**config.mk**
```make
export PLATFORM = sky130hd
export DESIGN_NAME = csr_unit
export DESIGN_NICKNAME = d
export VERILOG_FILES = /design/src/rtl/csr_unit.sv
export SDC_FILE = /design/constraint.sdc
export NUM_CORES = 1
export LEC_CHECK = 0
export ABC_CLOCK_PERIOD_IN_PS = 10730
export CORE_MARGIN = 2
export CORE_UTILIZATION = 40
export DETAILED_ROUTE_END_ITERATION = 12
export SYNTH_ARGS = -nofsm -noshare
export SYNTH_HDL_FRONTEND = slang
export SYNTH_SLANG_ARGS = --single-unit
```
**constraint.sdc**
```tcl
create_clock -name clk -period 10.73 [get_ports clk]
set_input_delay 3.219 -clock clk [delete_from_list [all_inputs] [get_ports clk]]
set_output_delay 3.219 -clock clk [all_outputs]
set_load 0.02 [all_outputs]
```
**src/rtl/csr_unit.sv**
```systemverilog
// csr_unit: machine-mode Zicsr unit with NUM_SCRATCH scratch CSRs at 0x7C0+i.
// Define CSR_COUNTERS_EN to add 64-bit mcycle/minstret and their read-only shadows.
module csr_unit #(
  parameter int XLEN        = 32,
  parameter int NUM_SCRATCH = 4
) (
  input  logic            clk,
  input  logic            rst_n,
  input  logic            we,
  input  logic [19:0]     instr_31_12,
  input  logic [XLEN-1:0] wd,
  input  logic            retire,
  output logic [XLEN-1:0] rd,
  output logic            illegal
);
  logic [11:0]     addr;
  logic [4:0]      src;
  logic [2:0]      f3;
  logic [XLEN-1:0] scratch [NUM_SCRATCH];
  logic [XLEN-1:0] opnd, old, nv, scr_rd, cnt_rd;
  logic            scr_hit, cnt_hit, wr_req, wen;
  assign {addr, src, f3} = instr_31_12;
  assign scr_hit = addr[11:4] == 8'h7C && {1'b0, addr[3:0]} < 5'(NUM_SCRATCH);
  always_comb begin
    scr_rd = '0;
    for (int i = 0; i < NUM_SCRATCH; i++)
      if (addr[3:0] == 4'(i)) scr_rd = scratch[i];
  end
  assign old  = scr_hit ? scr_rd : cnt_rd;
  assign opnd = f3[2] ? XLEN'(src) : wd;
  assign nv   = !f3[1] ? opnd : f3[0] ? old & ~opnd : old | opnd;
  // Set/clear with a zero source is a pure read, so it is legal even on read-only CSRs.
  assign wr_req  = we & (f3[1:0] == 2'b01 | src != 5'd0);
  assign illegal = we & (f3[1:0] == 2'b00 | !(scr_hit | cnt_hit) | (wr_req & addr[11:10] == 2'b11));
  assign wen     = wr_req & !illegal;
  assign rd      = illegal ? '0 : old;
  always_ff @(posedge clk)
    for (int i = 0; i < NUM_SCRATCH; i++)
      if (!rst_n) scratch[i] <= '0;
      else if (wen && scr_hit && addr[3:0] == 4'(i)) scratch[i] <= nv;
`ifdef CSR_COUNTERS_EN
  logic [63:0] mcycle, minstret, cnt, cnt_wv;
  logic        cnt_hi;
  assign cnt_hi  = addr[7];
  assign cnt_hit = (addr[11:8] == 4'hB || addr[11:8] == 4'hC) && addr[6:2] == 5'd0 && !addr[0]
                   && (!cnt_hi || XLEN == 32);
  assign cnt     = addr[1] ? minstret : mcycle;
  assign cnt_rd  = cnt_hit ? (cnt_hi ? XLEN'(cnt[63:32]) : cnt[XLEN-1:0]) : '0;
  // A half-write keeps the other half's pre-edge value; the dropped increment never carries.
  assign cnt_wv  = cnt_hi ? {nv[31:0], cnt[31:0]} : XLEN == 64 ? 64'(nv) : {cnt[63:32], nv[31:0]};
  always_ff @(posedge clk)
    if (!rst_n) begin
      mcycle   <= '0;
      minstret <= '0;
    end else begin
      mcycle   <= wen && cnt_hit && !addr[1] ? cnt_wv : mcycle + 64'd1;
      minstret <= wen && cnt_hit && addr[1] ? cnt_wv : minstret + 64'(retire);
    end
`else
  logic unused_retire;
  assign unused_retire = retire;
  assign cnt_hit       = 1'b0;
  assign cnt_rd        = '0;
`endif
endmodule
```
==> impl_summary.txt <==
----------------------------------------------------
[Critical path]
  Max Fanout on Critical Path ... 23
  Type of the worst setup path ... primary input to primary output
  Delay of the slowest critical-path stage ... 0.65 ns
  Critical Path RT ... about 7.5 ns
  Max stage delay cell, worst path ... sky130_fd_sc_hd__clkdlybuf4s50_1
  Cell Chain, Critical Path ... clkdlybuf4s50_1 -> and4bb_2 -> nand4_1 -> buf_4 -> nor2b_1 -> clkdlybuf4s50_1
  CP Capture Type ... primary output
  Crit path launch type ... primary input
  Arrival @ worst endpoint ... roughly 5.9 ns
  Most frequent cell on the critical path ... sky130_fd_sc_hd__clkdlybuf4s50_1

[Logic synthesis]
  Number of instances in the synthesized netlist ... between 500 and 600
  Seq cells post-synth ... approximately 130
  Average cell area after synthesis ... between 10 and 15 um^2
  Count of synthesis-stage warnings from yosys ... 0
  Number of synthesized flops with an enable pin ... 128
  Mapped Area ... roughly 6800 um^2
  Post-Syn Nets ... 611
  Ys flop type ... sky130_fd_sc_hd__edfxtp_1
  Ys async rst share ... 0%
  Number of unique standard cell types used by synthesis ... 34
  Sequential element share of the synthesized area ... between 50% and 60%

[STA]
  Final Cycle Share ... 84.49%
  Maximum clock frequency ... between 0.1 and 0.15 GHz
  Worst rel slew slack ... ~49%
  Unrepaired setup endpoints after global routing ... no
  Count of endpoints failing setup in the final report ... 0
  Slew of the pin with the lowest slew margin ... roughly 0.77 ns
  Max-slew violations ... 0
  Final Hold Vio Count ... 0
  Clock skew after layout ... about 0.0035 ns
  Setup Total Neg Slack ... 0 ns
  Shortest clock period the worst path allows after layout ... 9.066 ns

[Finish]
  Biggest register ... scratch
  Synth-to-Final Area Change ... 22.26%
  Number of nets in the layout ... ~700
  Count of fill cells added during filler insertion ... about 1400
  Largest registers in the final layout ... scratch: 128 flops
  Proportion of layout cells with a drive suffix above 1 ... around 16%
  Most common cell after layout, fill and taps aside ... sky130_fd_sc_hd__nor2_1
  Top library cells by usage in the layout, fill and taps aside ... sky130_fd_sc_hd__nor2_1 (135), sky130_fd_sc_hd__edfxtp_1 (128), sky130_fd_sc_hd__clkdlybuf4s50_1 (86), sky130_fd_sc_hd__mux2i_1 (69), sky130_fd_sc_hd__nor2b_1 (32)
  Max reg flops ... about 130
  Number of diodes added for antenna fixing ... 0

[Routing]
  Number of remaining DRC errors ... 0
  DRC marker count from the first detailed-route iteration ... 323
  Drt total wl ... around 16000 um
  Post-detailed-route count of antenna-violating nets ... 0
  Post-detailed-route via-to-cell ratio ... between 5 and 6
  Overall via count from detail_route ... around 4500
  Routed wire per std cell ... 18.94 um
  First-pass iteration count of the detailed router ... 5

[Placement]
  Final weighted congestion in routability-driven placement ... ~0.74
  Input/output buffers ... 87
  Estimated wirelength of the detail-placed design ... a little over 9000 um

[Power]
  Power density normalized to cell area ... ~150 nW/um^2
  Peak supply drop ... approximately 0.00012 V
  Standby leakage power ... between 2 and 3 nW
  Tot Pwr ... ~1.2 mW

[CTS]
  Clock buffers created by TritonCTS ... 17
  Number of H-tree branching levels ... 4
  Clock Latency Late Sink ... around 0.42 ns
  Clock tree from TritonCTS ... yes
  # resized after CTS ... 0
  Maximum clock insertion buffer count ... 2
  Reg clk slew, reported paths ... 0.05 ns
  TritonCTS Sinks ... ~130
  Root buffer cell ... sky130_fd_sc_hd__clkbuf_16
  Quantity of hold-fixing buffers added after cts ... 0
  Number of setup buffers added after CTS ... 0

[Global routing]
  Pin count of the biggest net entering global routing ... between 40 and 50
  Number of global-route vias before repair ... 4753
  GR Overflow Total ... 0
  Wire length of the first global-routing pass ... between 20000 and 30000 um
  Number of antenna violations at the first check in global routing ... 0
  Overall fraction of global-route tracks in use ... between 10% and 20%

[Worst hold path]
  Class of the worst hold path ... flop to flop

[Floorplan]
  Die Y-Extent ... between 100 and 150 um
  Die ar. ... between 15000 and 20000 um^2
  Die X ... around 130 um
  FP Rows ... 47
  Core region area ... between 15000 and 20000 um^2
  Starting density of the core ... 40.88%
  Top-level I/O count ... slightly below 90

[Job]
  Number of max-cap violations ... 0

[Outcome]
  Outcome ... completed

----------------------------------------------------
==> per-stage QoR <==
step	hold slack [ns]	util, %	instances	worst slack [ns]	cell area, um^2
floorplan	0.7988	-	555	3.066	6755
global placement	0.8496	46.74	832	1.651	7724
detailed placement	0.8687	46.74	832	1.654	7724
CTS	0.8811	49.98	863	1.651	8259
global route	0.9278	49.98	863	1.517	8259
finish	0.8715	49.98	863	1.664	8259
==> cells in the mapped netlist (2+ instances only) <==
master	n	share of area, %
sky130_fd_sc_hd__nor2_1	135	7.5
sky130_fd_sc_hd__edfxtp_1	128	57
sky130_fd_sc_hd__mux2i_1	69	10
sky130_fd_sc_hd__nor2b_1	32	3.0
sky130_fd_sc_hd__nand2b_1	30	2.8
sky130_fd_sc_hd__nor2_2	27	2.5
sky130_fd_sc_hd__o22ai_1	22	2.0
sky130_fd_sc_hd__a31oi_2	17	3.1
sky130_fd_sc_hd__buf_6	17	2.8
sky130_fd_sc_hd__a31oi_1	15	1.4
sky130_fd_sc_hd__buf_2	14	1.0
sky130_fd_sc_hd__o22ai_2	10	1.9
sky130_fd_sc_hd__clkbuf_1	8	0.44
sky130_fd_sc_hd__nand2_1	4	0.22
sky130_fd_sc_hd__and4_1	3	0.39
sky130_fd_sc_hd__o21ai_0	3	0.22
sky130_fd_sc_hd__a31oi_4	2	0.63
sky130_fd_sc_hd__nand3_4	2	0.52
sky130_fd_sc_hd__nand3b_4	2	0.59
==> routing by layer <==
metal | up-vias | part of all wire (%) | GRT usage, %
met3 | 28 | 6.0 | 4.346
li1 | 2168 | - | -
met2 | 141 | 47 | 31.00
met4 | 0 | 2.0 | 7.979
met1 | 2172 | 45 | 25.47
met5 | - | 0 | 0
==> cell type report <==
class,count,area [um^2],share of cell area (%)
multi-input combinational,385,2650,32.09
tap,220,275.3,3.333
inverter,1,3.754,0.04545
sequential,128,3844,46.54
clock buffer,21,440.4,5.333
timing repair buffer,98,950.9,11.51
clock inverter,10,95.09,1.151
==> final timing paths <==
check / start / end / slack (ns) / cells after the start
setup / recovery: instr_31_12[19] / rd[30] / 1.66 / 6
setup reg to reg: scratch[3][4]$_SDFFCE_PN0P_ / scratch[0][4]$_SDFFCE_PN0P_ / 9.29 / 4
hold reg to reg: scratch[3][23]$_SDFFCE_PN0P_ / scratch[0][23]$_SDFFCE_PN0P_ / 0.87 / 4
hold / removal: scratch[3][23]$_SDFFCE_PN0P_ / scratch[0][23]$_SDFFCE_PN0P_ / 0.87 / 4
==> power by group <==
part           switching [mW]  internal [mW]
Sequential            0.00637          0.574
Clock                   0.194          0.334
Combinational          0.0606         0.0482
==> cell families after synthesis <==
family | synth area share [%]
DFF | 56.90
muxes | 10.22
buffers and inverters | 4.538
AOI/OAI and AO/OA | 9.631
and+or+nand+nor | 18.71
==> critical path, delay by kind of cell <==
kind / cells / cell delay, ns
buffers and inverters: 3 / 1.54
and+or+nand+nor: 3 / 1.07
No activity file was read; power rests on OpenSTA's default activity.
